<file path="src/rtl/sble_config_loader.sv">
// sble_config_loader: serial configuration loader for a bank of SBLE input
// multiplexers. Bits are shifted MSB-first into a shadow register, every
// selector field is range-checked, and a good frame is committed atomically
// to config_out. A bad frame leaves the previous configuration in place.
//
// Optional feature macro: SBLE_CFG_PARITY_EN
//   defined   -> one even-parity bit follows the payload (PARITY state)
//   undefined -> frame is exactly CFG_BITS bits, no parity check

// Range check for one selector field.
module sble_sel_check #(
    parameter int SEL_WIDTH = 6,
    parameter int MAX_SEL   = 43
) (
    input  logic [SEL_WIDTH-1:0] sel,
    output logic                 bad
);
    localparam logic [SEL_WIDTH-1:0] MAX_V = MAX_SEL[SEL_WIDTH-1:0];

    assign bad = (sel > MAX_V);
endmodule

module sble_config_loader #(
    parameter int NUM_MUX   = 4,
    parameter int SEL_WIDTH = 6,
    parameter int MAX_SEL   = 43
) (
    input  logic                            clk,
    input  logic                            rst_n,
    input  logic                            cfg_start,
    input  logic                            cfg_bit,
    input  logic                            cfg_valid,
    output logic                            cfg_ready,
    output logic [NUM_MUX*SEL_WIDTH-1:0]    config_out,
    output logic                            cfg_done,
    output logic                            cfg_error
);
    localparam int CFG_BITS = NUM_MUX * SEL_WIDTH;
    localparam int CNT_W    = $clog2(CFG_BITS + 1);
    localparam logic [CNT_W-1:0] LAST_IDX = CNT_W'(CFG_BITS - 1);

    typedef enum logic [1:0] {
        ST_IDLE   = 2'd0,
        ST_SHIFT  = 2'd1,
        ST_CHECK  = 2'd2
`ifdef SBLE_CFG_PARITY_EN
        ,
        ST_PARITY = 2'd3
`endif
    } state_t;

    state_t                state_q, state_d;
    logic [CNT_W-1:0]      cnt_q, cnt_d;
    logic [CFG_BITS-1:0]   shadow_q, shadow_d;
    logic [CFG_BITS-1:0]   config_q, config_d;
    logic                  done_q, done_d;
    logic                  error_q, error_d;
    logic [NUM_MUX-1:0]    field_bad;
    logic                  frame_bad;

`ifdef SBLE_CFG_PARITY_EN
    logic                  par_q, par_d;
    logic                  par_bad;

    // Even parity over payload plus the trailing parity bit.
    assign par_bad = (^shadow_q) ^ par_q;
`endif

    // One range checker per mux field of the shadow register.
    for (genvar i = 0; i < NUM_MUX; i++) begin : g_chk
        sble_sel_check #(
            .SEL_WIDTH (SEL_WIDTH),
            .MAX_SEL   (MAX_SEL)
        ) u_chk (
            .sel (shadow_q[i*SEL_WIDTH +: SEL_WIDTH]),
            .bad (field_bad[i])
        );
    end

`ifdef SBLE_CFG_PARITY_EN
    assign frame_bad = (|field_bad) | par_bad;
`else
    assign frame_bad = |field_bad;
`endif

    // Next-state, datapath and handshake decode.
    always_comb begin
        state_d   = state_q;
        cnt_d     = cnt_q;
        shadow_d  = shadow_q;
        config_d  = config_q;
        done_d    = done_q;
        error_d   = error_q;
        cfg_ready = 1'b0;
`ifdef SBLE_CFG_PARITY_EN
        par_d     = par_q;
`endif
        case (state_q)
            ST_IDLE: begin
                if (cfg_start) begin
                    state_d = ST_SHIFT;
                    cnt_d   = '0;
                    done_d  = 1'b0;
                    error_d = 1'b0;
                end
            end
            ST_SHIFT: begin
                cfg_ready = 1'b1;
                if (cfg_start) begin
                    // Restart: a bit offered alongside the start is dropped.
                    cnt_d   = '0;
                    done_d  = 1'b0;
                    error_d = 1'b0;
                end else if (cfg_valid) begin
                    // Shifting left puts the first accepted bit at the MSB.
                    shadow_d = {shadow_q[CFG_BITS-2:0], cfg_bit};
                    cnt_d    = cnt_q + 1'b1;
                    if (cnt_q == LAST_IDX) begin
`ifdef SBLE_CFG_PARITY_EN
                        state_d = ST_PARITY;
`else
                        state_d = ST_CHECK;
`endif
                    end
                end
            end
`ifdef SBLE_CFG_PARITY_EN
            ST_PARITY: begin
                cfg_ready = 1'b1;
                if (cfg_start) begin
                    state_d = ST_SHIFT;
                    cnt_d   = '0;
                    done_d  = 1'b0;
                    error_d = 1'b0;
                end else if (cfg_valid) begin
                    par_d   = cfg_bit;
                    state_d = ST_CHECK;
                end
            end
`endif
            ST_CHECK: begin
                // cfg_start is deliberately ignored here; the commit completes.
                if (frame_bad) begin
                    error_d = 1'b1;
                end else begin
                    config_d = shadow_q;
                    done_d   = 1'b1;
                end
                state_d = ST_IDLE;
            end
            default: state_d = ST_IDLE;
        endcase
    end

    // State and datapath registers; reset also clears the committed config.
    always_ff @(posedge clk or negedge rst_n) begin
        if (!rst_n) begin
            state_q  <= ST_IDLE;
            cnt_q    <= '0;
            shadow_q <= '0;
            config_q <= '0;
            done_q   <= 1'b0;
            error_q  <= 1'b0;
        end else begin
            state_q  <= state_d;
            cnt_q    <= cnt_d;
            shadow_q <= shadow_d;
            config_q <= config_d;
            done_q   <= done_d;
            error_q  <= error_d;
        end
    end

`ifdef SBLE_CFG_PARITY_EN
    // Captured parity bit.
    always_ff @(posedge clk or negedge rst_n) begin
        if (!rst_n) par_q <= 1'b0;
        else        par_q <= par_d;
    end
`endif

    assign config_out = config_q;
    assign cfg_done   = done_q;
    assign cfg_error  = error_q;
endmodule

</file>
<file path="config.mk">
export PLATFORM = sky130hd
export DESIGN_NAME = sble_config_loader
export DESIGN_NICKNAME = d
export VERILOG_FILES = /design/src/rtl/sble_config_loader.sv
export SDC_FILE = /design/constraint.sdc
export NUM_CORES = 1
export LEC_CHECK = 0
export ABC_AREA = 1
export ABC_CLOCK_PERIOD_IN_PS = 3700
export CAP_MARGIN = 20
export CELL_PAD_IN_SITES_DETAIL_PLACEMENT = 0
export CELL_PAD_IN_SITES_GLOBAL_PLACEMENT = 2
export CORE_MARGIN = 2
export CORE_UTILIZATION = 39
export CTS_BUF_LIST = sky130_fd_sc_hd__clkbuf_4
export CTS_CLUSTER_SIZE = 28
export DETAILED_ROUTE_END_ITERATION = 12
export DONT_BUFFER_PORTS = 1
export GPL_TIMING_DRIVEN = 0
export PLACE_DENSITY_LB_ADDON = 0.1
export RECOVER_POWER = 100
export SLEW_MARGIN = 20
export SYNTH_ARGS = -nofsm -noshare
export SYNTH_HDL_FRONTEND = slang
export SYNTH_HIERARCHICAL = 1
export SYNTH_SLANG_ARGS = --single-unit
</file>
<file path="constraint.sdc">
create_clock -name clk -period 3.7 [get_ports clk]
set_input_delay 0 -clock clk [delete_from_list [all_inputs] [get_ports clk]]
set_output_delay 0 -clock clk [all_outputs]
set_load 0.01 [all_outputs]
</file>
==> results.py <==
metrics = {
    "global_routing": {
        "globalRoute.totalOverflow": 0,
        "grt_pass1_vias": 1755,
        "antenna_found_initial": 0,
        "grt_pass1_wl_mm": 8.30,
        "grt_util_all_layers_pct": 17.0,
        "grt_max_degree": 58,
    },
    "layout": {
        "syn_to_final_growth_pct": 12.7,
        "drive_gt1_share_pct": 8.76,
        "antenna_cells": 0,
        "finalNonFillerCells": 349,
        "layout.nets": 275,
    },
    "power": {
        "ir_drop_v": 0.000247,
        "p_leak_nw": 1.25,
        "p_per_area_nw_per_um2": 547,
    },
    "cts": {
        "cts_buffers": 9,
        "post_cts_resized": 0,
        "tritoncts_num_sinks": 57,
        "cts_root_buf": "clkbuf_4",
        "htreeDepth": 3,
        "cts_tree": "built",
        "cts_buffer_depth": 2,
        "clk_latency_ns": 0.39,
        "cts_setup_buffers": 0,
        "clk_pin_slew_ns": 0.10,
    },
    "route": {
        "vias_per_cell": 4.74,
        "ant_nets": 0,
        "dr.pass1.iters": 4,
        "vias": 1655,
        "wl_mm": 4.67,
        "drt-initial-drc-count": 88,
        "routedWlPerCell_um": 13.4,
        "drc": 0,
    },
    "synthesis": {
        "ys_async_sr_fraction_pct": 100,
        "ys_ff_latch": 57,
        "syn-num-nets": 255,
        "syn-instance-count": 249,
        "synth_edf_count": 0,
        "synth.top_cell.area_share_pct": 61.2,
        "syn_area_per_cell_um2": 9.37,
        "synth_most_common_cell": "nand2_1",
        "yosysUniqueCellTypes": 24,
        "ys_seq_area_share_pct": 61.2,
        "synth_largest_area_cell": "dfrtp_1",
        "synth-warning-count": 6,
        "syn-cell-area_um2": 2330,
        "synthFlopType": "dfrtp_1",
        "synth_common_cells": "nand2_1 (67), dfrtp_1 (57), o21ai_0 (39)",
        "synth.area.top_cells": "dfrtp_1 (61%), nand2_1 (11%), o21ai_0 (8.4%)",
    },
    "die": {
        "die_y_um": 81.3,
        "core_region_area_um2": 5850,
        "row_count": 28,
        "start_util_pct": 39.9,
        "die-area_um2": 6610,
        "die_x_um": 81.3,
        "num_io_pins": 32,
    },
    "critical_path": {
        "crit_required_ns": 4.03,
        "path_cells": "inv_1 > nand3_1 > nor2_1 > clkbuf_1 > nand2_1 > dlygate4sd3_1 > o21ai_0 > dlygate4sd3_1",
        "cp-startpoint": "state_q[1]$_DFFE_PN0P_",
        "cp_slowest_cell": "dlygate4sd3_1",
        "critPathMostFrequentCell": "dlygate4sd3_1",
        "setup.worst_path.end_class": "flip-flop",
        "cp.arrival_ns": 3.08,
        "crit_path_max_fanout": 10,
        "slowest_delay_ns": 0.57,
        "rr_startpoint": "state_q[1]$_DFFE_PN0P_",
        "cp-start-kind": "flip-flop",
        "criticalPathCategory": "flip-flop to flip-flop",
    },
    "sta": {
        "fin_skew_ns": 0.00958,
        "rsz0062_at_grt": "no",
        "fmax_mhz": 364,
        "setup_viol": 0,
        "fin_crit_sh_pct": 74.2,
        "fin_setup_tns_ns": 0,
        "final_max_slew_viol_count": 0,
        "finalHoldViolCount": 0,
        "max_slew_margin_pct": 62.4,
        "worst_pin_slew_ns": 0.564,
        "period_needed_ns": 2.74,
    },
    "outcome": {
        "status": "finished, final reports clean",
    },
    "place": {
        "dpl.cell_count": 324,
        "place_congestion": 0.746,
        "place.detailed.hpwl_mm": 3.06,
        "portBuffers": 0,
    },
    "flow_run": {
        "drv_cap": 0,
    },
    "hold_path": {
        "hp-class": "input pin to asynchronous set/reset pin",
    },
}
[power breakdown]
group	leakage (nW)	switching (W)	internal, W
logic	0.411	0.000112	0.0000652
registers	0.757	0.0000574	0.000702
clock network	0.0808	0.000234	0.000267
total	1.25	0.000403	0.00103
[cell families after synthesis]
| kind of cell | synth area share (%) |
|---|---|
| adder cells (fa/ha/maj) | 0.536 |
| buffers and inverters | 9.07 |
| AO/OA/AOI/OAI | 13.7 |
| AND/OR/NAND/NOR | 15.6 |
| flip-flops | 61.2 |
[layout make-up]
type                    count  area, um^2
fillers                   613        3220
flip-flops and latches     57        1430
multi-input cells         145         666
inverters                  37         139
repair buffers              9         108
well taps                  75        93.8
clock inverters             7        85.1
clock buffers               9        67.6
plain buffers              10        42.5
[metal layers]
| layer | wire length [um] | share of wire (%) | up-vias | GRT usage [%] |
|---|---|---|---|---|
| li1 | - | - | 823 | - |
| met1 | 2290 | 49 | 795 | 22.7 |
| met2 | 2100 | 45 | 28 | 25.4 |
| met3 | 176 | 3.8 | 9 | 4.22 |
| met4 | 95 | 2.0 | 0 | 9.15 |
| met5 | 0 | 0 | - | 0 |
[stage by stage]
step | hold WS, ns | utilization (%) | total power (W) | setup WS [ns] | instance area, um^2
4_1_cts | 0.137 | 45.9 | 0.00147 | 1.44 | 2690
6_report | 0.129 | 44.9 | 0.00144 | 0.956 | 2630
2_1_floorplan | -0.296 | - | 0.000889 | 2.46 | 2330
5_1_grt | 0.132 | 44.9 | 0.00154 | 0.714 | 2630
3_3_place_gp | -0.294 | 41.5 | 0.000935 | 2.26 | 2430
3_5_place_dp | -0.294 | 41.5 | 0.000936 | 2.26 | 2430
[state kept, by name (all words and copies together), names as in the netlist]
name        flops
config_out     24
shadow_q       24
state_q         2
cfg_done        1
cnt_q           5
cfg_error       1
[timing repair]
item                                   CTS  global route
setup endpoints to repair                0             0
hold buffers                             9             0
endpoints found under the hold margin   90             0
[cell usage in the layout, fill, tap and decap left out, types with 2 or more instances in the layout]
master and instances:
a21oi_1 2, o21ai_0 46, clkinv_2 2, dfrtp_1 57, clkbuf_1 8, nand3_1 6
nand2_1 67, clkinv_1 2, dlygate4sd3_1 8, nor3_1 2, o21ai_2 3, nor2_1 11
inv_1 37, a21oi_2 3, bufinv_16 2, clkbuf_4 9
[worst max-delay path, delay by kind of cell (launching register included)]
| kind | cells | cell delay (ns) |
|---|---|---|
| AO/OA/AOI/OAI | 1 | 0.07 |
| buffers and inverters | 4 | 1.66 |
| flip-flops | 1 | 0.41 |
| AND/OR/NAND/NOR | 3 | 0.55 |
[final timing paths]
kind,endpoint,slack [ns],cells past startpoint
max,shadow_q[0]$_DFFE_PN0P_,0.96,8
max in group asynchronous,config_out[6]$_DFFE_PN0P_,3.33,2
min,shadow_q[15]$_DFFE_PN0P_,0.13,2
min in group clk,state_q[1]$_DFFE_PN0P_,0.36,3
max reg2reg,shadow_q[0]$_DFFE_PN0P_,0.96,8
min reg2reg,state_q[1]$_DFFE_PN0P_,0.47,1
Power figures use the tool's default switching activity.
